**config.mk**
```make
export PLATFORM = sky130hd
export DESIGN_NAME = seg7_scan_decoder
export DESIGN_NICKNAME = d
export VERILOG_FILES = /design/src/rtl/seg7_scan_decoder.sv
export SDC_FILE = /design/constraint.sdc
export NUM_CORES = 1
export LEC_CHECK = 0
export ABC_AREA = 0
export CORE_ASPECT_RATIO = 0.7
export CORE_MARGIN = 8
export CORE_UTILIZATION = 49
export CTS_BUF_LIST = sky130_fd_sc_hd__clkbuf_16
export DETAILED_ROUTE_END_ITERATION = 6
export PLACE_DENSITY = 0.76
export SYNTH_ARGS = -nofsm -noshare
export SYNTH_HDL_FRONTEND = slang
export SYNTH_SLANG_ARGS = --single-unit
```
**constraint.sdc**
```tcl
create_clock -name clk -period 3.35 [get_ports clk]
set_input_delay 0.67 -clock clk [delete_from_list [all_inputs] [get_ports clk]]
set_output_delay 0.67 -clock clk [all_outputs]
set_load 0.02 [all_outputs]
```
**src/rtl/seg7_scan_decoder.sv**
```systemverilog
// seg7_scan_decoder: rebuilds BCD digits from a scanned active-low 7-seg bus.
// Ports: clk, rst_n | SEG, AN in | DIGIT_VAL/DP/ERR, FRAME_DONE, FRAME_CNT out.
module seg7_scan_decoder #(
  parameter int unsigned STABLE_CYCLES = 4
) (
  input  logic        clk,
  input  logic        rst_n,
  input  logic [7:0]  SEG,
  input  logic [7:0]  AN,
  output logic [31:0] DIGIT_VAL,
  output logic [7:0]  DIGIT_DP,
  output logic [7:0]  DIGIT_ERR,
  output logic        FRAME_DONE,
  output logic [7:0]  FRAME_CNT
);

  localparam logic [7:0] SMAX = 8'(STABLE_CYCLES);
  localparam logic [7:0] SM1  = 8'(STABLE_CYCLES - 1);

  logic [15:0] s1, s2, prev;
  logic [7:0]  cnt;
  logic [7:0]  mask;
  logic        eq;
  logic [7:0]  sel;
  logic        an_ok;
  logic        cap;
  logic [2:0]  idx;
  logic [3:0]  dec;
  logic        dec_ok;
  logic [7:0]  bit_i;
  logic [7:0]  mask_n;

  assign eq    = (s2 == prev);
  assign sel   = ~s2[15:8];
  // exactly one digit selected
  assign an_ok = (sel != 8'd0) &&
                 ((sel & (sel - 8'd1)) == 8'd0);
  assign cap   = eq && (cnt == SM1) && an_ok;

  always_comb begin
    idx = 3'd0;
    for (int i = 0; i < 8; i++) begin
      if (sel[i]) idx = 3'(i);
    end
  end

  always_comb begin
    dec    = 4'd0;
    dec_ok = 1'b1;
    case (s2[6:0])
      7'h40:   dec = 4'd0;
      7'h79:   dec = 4'd1;
      7'h24:   dec = 4'd2;
      7'h30:   dec = 4'd3;
      7'h19:   dec = 4'd4;
      7'h12:   dec = 4'd5;
      7'h02:   dec = 4'd6;
      7'h78:   dec = 4'd7;
      7'h00:   dec = 4'd8;
      7'h18:   dec = 4'd9;
      7'h7F:   dec = 4'hF;
      default: dec_ok = 1'b0;
    endcase
  end

  assign bit_i  = 8'd1 << idx;
  assign mask_n = mask | bit_i;

  always_ff @(posedge clk or negedge rst_n) begin
    if (!rst_n) begin
      s1   <= 16'hFFFF;
      s2   <= 16'hFFFF;
      prev <= 16'hFFFF;
      cnt  <= 8'd0;
    end else begin
      s1   <= {AN, SEG};
      s2   <= s1;
      prev <= s2;
      // saturating so the strobe fires once per stable period
      if (!eq)            cnt <= 8'd0;
      else if (cnt < SMAX) cnt <= cnt + 8'd1;
    end
  end

  always_ff @(posedge clk or negedge rst_n) begin
    if (!rst_n) begin
      DIGIT_VAL  <= 32'd0;
      DIGIT_DP   <= 8'd0;
      DIGIT_ERR  <= 8'd0;
      FRAME_DONE <= 1'b0;
      FRAME_CNT  <= 8'd0;
      mask       <= 8'd0;
    end else begin
      FRAME_DONE <= 1'b0;
      if (cap) begin
        if (dec_ok) DIGIT_VAL[idx*4 +: 4] <= dec;
        DIGIT_ERR[idx] <= ~dec_ok;
        DIGIT_DP[idx]  <= ~s2[7];
        if (mask_n == 8'hFF) begin
          mask       <= 8'd0;
          FRAME_DONE <= 1'b1;
          FRAME_CNT  <= FRAME_CNT + 8'd1;
        end else begin
          mask <= mask_n;
        end
      end
    end
  end

endmodule

```
==> results of run 1 <==
[sequential cells by signal, indices dropped and copies added (netlist names)]
name,count
DIGIT_DP,8
mask,8
prev,16
FRAME_CNT,8
FRAME_DONE,1
DIGIT_VAL,32
cnt,8
s2,16
DIGIT_ERR,8
s1,16
[per-stage QoR]
| step | setup slack (ns) | utilization (%) | cells | hold WS [ns] | cell area (um2) |
|---|---|---|---|---|---|
| 2_1_floorplan | 0.1350 | - | 413 | 0.3452 | 5300 |
| 4_1_cts | 0.03674 | 63.76 | 641 | 0.2789 | 6653 |
| 3_5_place_dp | 0.05641 | 59.13 | 610 | 0.3482 | 6170 |
| 5_1_grt | 0.01648 | 63.89 | 642 | 0.3186 | 6666 |
| 6_report | 0.1848 | 63.89 | 642 | 0.2745 | 6666 |
| 3_3_place_gp | 0.2133 | 59.13 | 610 | 0.3459 | 6170 |
[metal layers]
layer	vias to the layer above	GRT usage, %	wire [um]
li1	1624	-	-
met1	1794	22.13	5416
met2	126	26.30	5191
met3	20	5.412	820
met4	0	7.558	221
met5	-	0	0
[worst max path at each step]
stage | cells past startpoint | slack, ns | end
finish | 11 | 0.18 | FRAME_CNT[1]
global route | 11 | 0.02 | FRAME_CNT[1]
CTS | 11 | 0.04 | FRAME_CNT[1]
detailed placement | 11 | 0.06 | FRAME_CNT[1]
global placement | 10 | 0.21 | FRAME_CNT[1]
floorplan | 11 | 0.13 | FRAME_CNT[1]
[power by group through the flow]
stage / clock network [mW] / registers, mW / logic [mW]
after CTS: 1.53 / 1.56 / 0.138
after global routing: 1.58 / 1.56 / 0.154
after detailed placement: 0 / 1.58 / 0.137
after global placement: 0 / 1.58 / 0.134
after floorplan: 0 / 1.55 / 0.0871
final: 1.50 / 1.56 / 0.138
[synth_stat cells, drive strengths merged, types with 3 or more instances]
library cell | number | share of area [%]
dfstp | 48 | 24
mux2 | 39 | 8.4
nor2b | 4 | 0.47
dfrtp | 73 | 34
and3 | 6 | 0.71
ha | 9 | 2.1
mux2i | 11 | 2.1
nand2 | 14 | 0.99
nand3 | 11 | 1.0
nor4 | 13 | 1.9
a21oi | 12 | 1.1
nor4b | 3 | 1.1
o21ai | 5 | 0.47
and4 | 5 | 0.85
nor3 | 9 | 0.85
nand4 | 16 | 2.6
nor2 | 24 | 1.7
clkbuf | 3 | 0.21
buf | 17 | 2.4
xnor2 | 8 | 1.3
and2 | 4 | 0.50
nand2b | 3 | 0.35
inv | 26 | 1.8
xor2 | 18 | 3.0
o2111a | 3 | 0.64
[worst reg2reg max path, delay by kind of cell, from the launching register on]
family,cells,cell delay [ns]
AO/OA/AOI/OAI,3,0.46
flip-flops,1,0.57
adder cells (fa/ha/maj),2,0.40
multiplexers,1,0.33
buffers and inverters,1,0.20
AND/OR/NAND/NOR,4,1.09
[kinds of logic after synthesis]
logic type                 count (synthesis)  synth area share (%)
AOI/OAI and AO/OA                         36                 5.194
muxes                                     50                 10.51
adders and majority gates                 10                 2.314
buffers and inverters                     46                 4.438
DFF                                      121                 58.26
xor gates and xnor gates                  26                 4.297
and+or+nand+nor                          124                 14.99
[placed cells by master, fill, tap and decap left out, drive strengths merged, types with 2 or more instances in the layout]
cell           instances
ha                     9
nor4b                  3
nor2b                  4
a31oi                  2
o21ai                  5
or3                    2
clkdlybuf4s50         73
and3                   6
nand2                 14
nor4                  13
buf                   13
nor2                  24
nor3                   9
and2                   4
o2111a                 3
nand3b                 2
xnor2                  8
clkbuf                17
dfstp                 48
xor2                  18
mux2                  39
nand3                 11
inv                   34
a21oi                 12
nand2b                 3
a2111oi                2
nand4                 16
mux2i                 11
o32ai                  2
a21boi                 2
and4                   5
dfrtp                 73
clkinv                 6
[final cells by class]
class                   instances  area [um2]
fillers                       778        3767
flip-flops and latches        121        3088
multi-input cells             246        1992
repair buffers                 86       840.8
clock buffers                  17       425.4
well taps                     132       165.2
inverters                      26       97.59
clock inverters                14       57.56
[timing repair]
action                                 in CTS  in global routing
endpoints found under the hold margin       0                  0
resized for setup                           0                  2
hold buffers                                0                  0
setup buffers                               0                  1
setup endpoints to repair                   0                 12
==> impl_metrics.xml, run 1 <==
<?xml version="1.0" encoding="UTF-8"?>
<metrics>
  <group name="grt">
    <metric name="largest_net_degree_at_the_start_of_global_routing" unit="">62</metric>
    <metric name="groute.usage.overall" unit="%">17.15</metric>
    <metric name="antenna_violations_before_repair" unit="">0</metric>
    <metric name="overall_overflow_remaining_after_global_route" unit="">0</metric>
    <metric name="first_pass_grt_wire_length" unit="um">19350</metric>
    <metric name="first_global_vias" unit="">3720</metric>
  </group>
  <group name="routing">
    <metric name="drc_errors" unit="">0</metric>
    <metric name="drt_iter0_drc" unit="">209</metric>
    <metric name="drt-wirelength-per-cell" unit="um">18.14</metric>
    <metric name="wirelength" unit="um">11650</metric>
    <metric name="firstDrtPassIters" unit="">5</metric>
    <metric name="routed-via-count" unit="">3564</metric>
    <metric name="route.detailed.vias_per_inst" unit="">5.551</metric>
    <metric name="drt.antenna.violating_nets" unit="">0</metric>
  </group>
  <group name="pwr">
    <metric name="combinationalPowerShare" unit="%">4.3</metric>
    <metric name="power.leakage" unit="nW">3.005</metric>
    <metric name="power_frac_clock" unit="%">46.9</metric>
    <metric name="report.power.total" unit="mW">3.190</metric>
    <metric name="power_density" unit="nW/um2">478.5</metric>
    <metric name="switching_share" unit="%">22.39</metric>
    <metric name="power_switching" unit="uW">714.3</metric>
    <metric name="seqPwrFrac" unit="%">48.8</metric>
    <metric name="cell_internal_pwr" unit="mW">2.476</metric>
    <metric name="largest_voltage_drop_on_the_vdd_net" unit="V">0.0003750</metric>
  </group>
  <group name="yosys">
    <metric name="synth.avg_cell_area" unit="um2">12.83</metric>
    <metric name="synthArstFlopShare" unit="%">100.0</metric>
    <metric name="syn-num-nets" unit="">440</metric>
    <metric name="synth.yosys.warnings" unit="">0</metric>
    <metric name="yosys_register_bits" unit="">121</metric>
    <metric name="synth_sequential_area_ratio" unit="%">58.26</metric>
    <metric name="synth-main-ff-cell" unit="">dfrtp_1</metric>
    <metric name="netlist_instances" unit="">413</metric>
    <metric name="synthesis.area" unit="um2">5300</metric>
    <metric name="netlist-cell-type-count" unit="">63</metric>
    <metric name="synth_edf_count" unit="">0</metric>
  </group>
  <group name="setup_path">
    <metric name="critPathCaptureType" unit="">flip-flop</metric>
    <metric name="cp_data_required_time" unit="ns">3.64</metric>
    <metric name="critPathMostFrequentCell" unit="">ha_1</metric>
    <metric name="series_of_cell_instances_along_the_critical_path" unit="">nand2b_1, a21boi_0, o21ai_0, and2_4, ha_1, ha_1, o22ai_1, or4_1, nor4_4, buf_4, mux2_1</metric>
    <metric name="critical_path_arrival" unit="ns">3.45</metric>
    <metric name="crit_path_start" unit="">s2[9]</metric>
    <metric name="worst_reg2reg_startpoint" unit="">s2[9]</metric>
    <metric name="crit_family" unit="">simple AND/OR/NAND/NOR gates</metric>
    <metric name="slack_of_the_worst_reg_to_reg_path" unit="ns">0.18</metric>
    <metric name="r2r_cells" unit="">11</metric>
    <metric name="timing.setup.critical_path_class" unit="">flip-flop to flip-flop</metric>
    <metric name="worst_setup_path_start_kind" unit="">flip-flop</metric>
    <metric name="worst_path_largest_cell_delay" unit="ns">0.57</metric>
    <metric name="cp.buffers_inverters" unit="">1</metric>
    <metric name="crit_slowest_cell" unit="">dfstp_2</metric>
    <metric name="path_max_fanout" unit="">8</metric>
    <metric name="reg2reg_to" unit="">FRAME_CNT[1]</metric>
  </group>
  <group name="timing">
    <metric name="final_hold_viol_count" unit="">0</metric>
    <metric name="final.setup_skew" unit="ns">0.007442</metric>
    <metric name="final.period_utilization" unit="%">94.48</metric>
    <metric name="layout_min_cycle_time" unit="ns">3.165</metric>
    <metric name="timing.setup.tns" unit="ns">0</metric>
    <metric name="max_slew.worst_pin.slew" unit="ns">0.9369</metric>
    <metric name="slew_headroom" unit="%">37.54</metric>
    <metric name="slew_violations" unit="">0</metric>
    <metric name="fmax" unit="MHz">315.9</metric>
    <metric name="grt_setup_unrepaired" unit="">no</metric>
    <metric name="report.final.setup_viol" unit="">0</metric>
  </group>
  <group name="floorplanning">
    <metric name="core_area" unit="um2">10430</metric>
    <metric name="floorplan.die_area" unit="um2">14450</metric>
    <metric name="pin_count" unit="">75</metric>
    <metric name="initial_core_util" unit="%">50.80</metric>
    <metric name="rows" unit="">31</metric>
    <metric name="die_w" unit="um">140.3</metric>
    <metric name="die_height" unit="um">103.0</metric>
  </group>
  <group name="job">
    <metric name="reported_max_cap_violation_count" unit="">0</metric>
  </group>
  <group name="cts">
    <metric name="cts_buffer_depth" unit="">2</metric>
    <metric name="root_buf_cell" unit="">clkbuf_16</metric>
    <metric name="clk_latency" unit="ns">0.41</metric>
    <metric name="cts-buffers-inserted" unit="">17</metric>
    <metric name="tritoncts" unit="">done</metric>
    <metric name="clock_sink_count" unit="">121</metric>
    <metric name="cts_max_level" unit="">4</metric>
    <metric name="path_clk_slew" unit="ns">0.05</metric>
  </group>
  <group name="layout">
    <metric name="drive_above_1_share" unit="%">27.06</metric>
    <metric name="finish.net_count" unit="">525</metric>
    <metric name="antenna-diode-count" unit="">0</metric>
    <metric name="syn_to_final_growth" unit="%">25.78</metric>
  </group>
  <group name="worst_hold_path">
    <metric name="hp-class" unit="">input port to async pin</metric>
  </group>
  <group name="place">
    <metric name="port_buffers" unit="">74</metric>
    <metric name="place.gp.congestion" unit="">0.8311</metric>
    <metric name="place_hpwl" unit="um">8155</metric>
  </group>
  <group name="run_status">
    <metric name="outcome" unit="">complete, no violations</metric>
  </group>
</metrics>
No activity file was read; power rests on OpenSTA's default activity.
==> run 2, diff against run 1 <==
--- a/config.mk
+++ b/config.mk
@@ -15,3 +15,4 @@
 export SYNTH_ARGS = -nofsm -noshare
 export SYNTH_HDL_FRONTEND = slang
 export SYNTH_SLANG_ARGS = --single-unit
+export TNS_END_PERCENT = 50
==> results of run 2 <==
The final DEF is identical to that of run 1; final timing and power are the same.
==> run 3, diff against run 2 <==
--- a/config.mk
+++ b/config.mk
@@ -11,7 +11,8 @@
 export CORE_UTILIZATION = 49
 export CTS_BUF_LIST = sky130_fd_sc_hd__clkbuf_16
 export DETAILED_ROUTE_END_ITERATION = 6
-export PLACE_DENSITY = 0.76
+export PLACE_DENSITY_LB_ADDON = 0.12
+export SLEW_MARGIN = 10
 export SYNTH_ARGS = -nofsm -noshare
 export SYNTH_HDL_FRONTEND = slang
 export SYNTH_SLANG_ARGS = --single-unit
==> run 3 against run 2 <==
Sequential power about the same. Hold slack better by 0.032 ns. Worst setup slack improved by 0.035 ns. Die area stayed put. Combinational power is essentially flat. Maximum frequency up 1.1%. Via count down 3.1%. Flip-flop and latch count did not move. Critical path depth unchanged. Total power rose by 8.1%.
==> impl_metrics.xml, run 3 (synthesis gave the netlist of run 1 again) <==
<?xml version="1.0" encoding="UTF-8"?>
<metrics>
  <group name="cts">
    <metric name="path_clk_slew" unit="ns">0.06</metric>
    <metric name="clk_latency" unit="ns">0.41</metric>
    <metric name="root_buf_cell" unit="">clkbuf_16</metric>
    <metric name="cts_buffer_depth" unit="">2</metric>
    <metric name="clock_sink_count" unit="">121</metric>
    <metric name="resize_count_post_cts" unit="">0</metric>
    <metric name="cts_hold_repair.buffers" unit="">0</metric>
    <metric name="cts_post_setup_buffers_inserted" unit="">0</metric>
    <metric name="cts_max_level" unit="">4</metric>
    <metric name="tritoncts" unit="">done</metric>
    <metric name="cts-buffers-inserted" unit="">17</metric>
  </group>
  <group name="layout">
    <metric name="most-common-layout-cells" unit="">73 x dfrtp_1, 73 x clkdlybuf4s50_1, 48 x dfstp_2, 35 x mux2_2, 26 x inv_1</metric>
    <metric name="syn_to_final_growth" unit="%">28.23</metric>
    <metric name="drive_above_1_share" unit="%">29.71</metric>
    <metric name="top_register" unit="">DIGIT_VAL</metric>
    <metric name="flip_flop_count_of_the_largest_register_all_copies_and_words_added" unit="">32</metric>
    <metric name="filler_cell_count" unit="">784</metric>
    <metric name="finish.net_count" unit="">529</metric>
    <metric name="final_util" unit="%">65.14</metric>
    <metric name="antenna-diode-count" unit="">0</metric>
    <metric name="final_area" unit="um2">6797</metric>
  </group>
  <group name="timing">
    <metric name="max_slew.worst_pin.slew" unit="ns">0.8692</metric>
    <metric name="slew_headroom" unit="%">42.05</metric>
    <metric name="slew_violations" unit="">0</metric>
    <metric name="final.period_utilization" unit="%">93.44</metric>
    <metric name="fmax" unit="MHz">319.5</metric>
    <metric name="layout_min_cycle_time" unit="ns">3.130</metric>
    <metric name="final.setup_skew" unit="ns">0.01260</metric>
    <metric name="final_hold_viol_count" unit="">0</metric>
    <metric name="timing.setup.tns" unit="ns">0</metric>
    <metric name="report.final.setup_viol" unit="">0</metric>
    <metric name="whs" unit="ns">0.3070</metric>
  </group>
  <group name="routing">
    <metric name="routed-via-count" unit="">3454</metric>
    <metric name="wirelength" unit="um">11430</metric>
    <metric name="drc_errors" unit="">0</metric>
    <metric name="route.detailed.vias_per_inst" unit="">5.338</metric>
    <metric name="firstDrtPassIters" unit="">4</metric>
    <metric name="drt-wirelength-per-cell" unit="um">17.66</metric>
    <metric name="drt.antenna.violating_nets" unit="">0</metric>
    <metric name="drt_iter0_drc" unit="">114</metric>
  </group>
  <group name="floorplanning">
    <metric name="core_area" unit="um2">10430</metric>
    <metric name="floorplan.die_area" unit="um2">14450</metric>
    <metric name="pin_count" unit="">75</metric>
    <metric name="die_height" unit="um">103.0</metric>
    <metric name="rows" unit="">31</metric>
    <metric name="initial_core_util" unit="%">50.80</metric>
    <metric name="die_w" unit="um">140.3</metric>
  </group>
  <group name="place">
    <metric name="port_buffers" unit="">74</metric>
    <metric name="place_hpwl" unit="um">8179</metric>
    <metric name="placed_area" unit="um2">6207</metric>
    <metric name="place.gp.congestion" unit="">0.8373</metric>
  </group>
  <group name="job">
    <metric name="reported_max_cap_violation_count" unit="">0</metric>
  </group>
  <group name="grt">
    <metric name="groute.usage.overall" unit="%">16.82</metric>
    <metric name="largest_net_degree_at_the_start_of_global_routing" unit="">67</metric>
    <metric name="first_pass_grt_wire_length" unit="um">18880</metric>
    <metric name="antenna_violations_before_repair" unit="">0</metric>
    <metric name="overall_overflow_remaining_after_global_route" unit="">0</metric>
    <metric name="first_global_vias" unit="">3678</metric>
  </group>
  <group name="setup_path">
    <metric name="cp.buffers_inverters" unit="">1</metric>
    <metric name="series_of_cell_instances_along_the_critical_path" unit="">nand2b_1, a21boi_0, o21ai_1, and2_2, ha_1, ha_1, o22ai_1, or4_1, nor4_4, buf_4, mux2_1</metric>
    <metric name="critPathCaptureType" unit="">flip-flop</metric>
    <metric name="worst_path_largest_cell_delay" unit="ns">0.59</metric>
    <metric name="crit_slowest_cell" unit="">dfstp_2</metric>
    <metric name="path_max_fanout" unit="">8</metric>
    <metric name="crit_family" unit="">simple AND/OR/NAND/NOR gates</metric>
    <metric name="timing.setup.critical_path_class" unit="">flip-flop to flip-flop</metric>
    <metric name="worst_setup_path_start_kind" unit="">flip-flop</metric>
    <metric name="critPathMostFrequentCell" unit="">ha_1</metric>
    <metric name="critical_path_arrival" unit="ns">3.42</metric>
    <metric name="cp_data_required_time" unit="ns">3.64</metric>
  </group>
  <group name="run_status">
    <metric name="outcome" unit="">complete, no violations</metric>
  </group>
  <group name="pwr">
    <metric name="power_density" unit="nW/um2">507.6</metric>
    <metric name="power.leakage" unit="nW">3.041</metric>
    <metric name="largest_voltage_drop_on_the_vdd_net" unit="V">0.0003400</metric>
  </group>
  <group name="worst_hold_path">
    <metric name="hp-class" unit="">input port to async pin</metric>
  </group>
</metrics>
==> run 3: cell types whose count changed in the layout (fill, tap and decap cells not counted), sizes merged <==
cell,change
buf,+4
clkbuf,+1
bufinv,+1
clkinvlp,+1
inv,-2
==> run 3: layer usage <==
layer  global-route usage [%]  wire length, um  vias to the layer above
met5                        0                0                        -
met3                    6.383              771                       12
met2                    26.26             5229                       88
met1                    21.13             5294                     1720
li1                         -                -                     1634
met4                    6.063              130                        0
==> run 3: power by group <==
group / leakage, nW / total, mW / internal, mW / switching (mW)
sequential: 1.53 / 1.55 / 1.52 / 0.0363
clock: 0.288 / 1.76 / 1.08 / 0.680
combinational: 1.23 / 0.140 / 0.0560 / 0.0843
total: 3.04 / 3.45 / 2.65 / 0.800
==> run 3: final cells by class <==
cell class	instances	area [um2]	area share (%)
Clock buffer	18	450.4	6.627
Clock inverter	14	133.9	1.970
Inverter	26	97.59	1.436
Multi-Input combinational cell	246	1991	29.29
Sequential cell	121	3088	45.43
Tap cell	132	165.2	2.430
Timing Repair Buffer	90	870.8	12.81
==> run 3: final timing paths <==
path	from	endpoint	slack (ns)	cells after the start
min in group clk	s1[1]	s2[1]	0.35	0
setup reg to reg	s2[9]	FRAME_CNT[1]	0.22	11
max in group asynchronous	rst_n	s1[4]	2.21	2
setup / recovery	s2[9]	FRAME_CNT[1]	0.22	11
hold reg to reg	s1[1]	s2[1]	0.35	0
hold / removal	rst_n	DIGIT_DP[4]	0.31	1
==> run 3: through the flow <==
stage,setup WS (ns),power [mW],instances
finish,0.2199,3.450,647
floorplan,0.1350,1.641,413
CTS,0.1409,3.480,647
detailed placement,0.1780,1.718,615
global route,-0.007129,3.575,647
global placement,0.2701,1.714,615
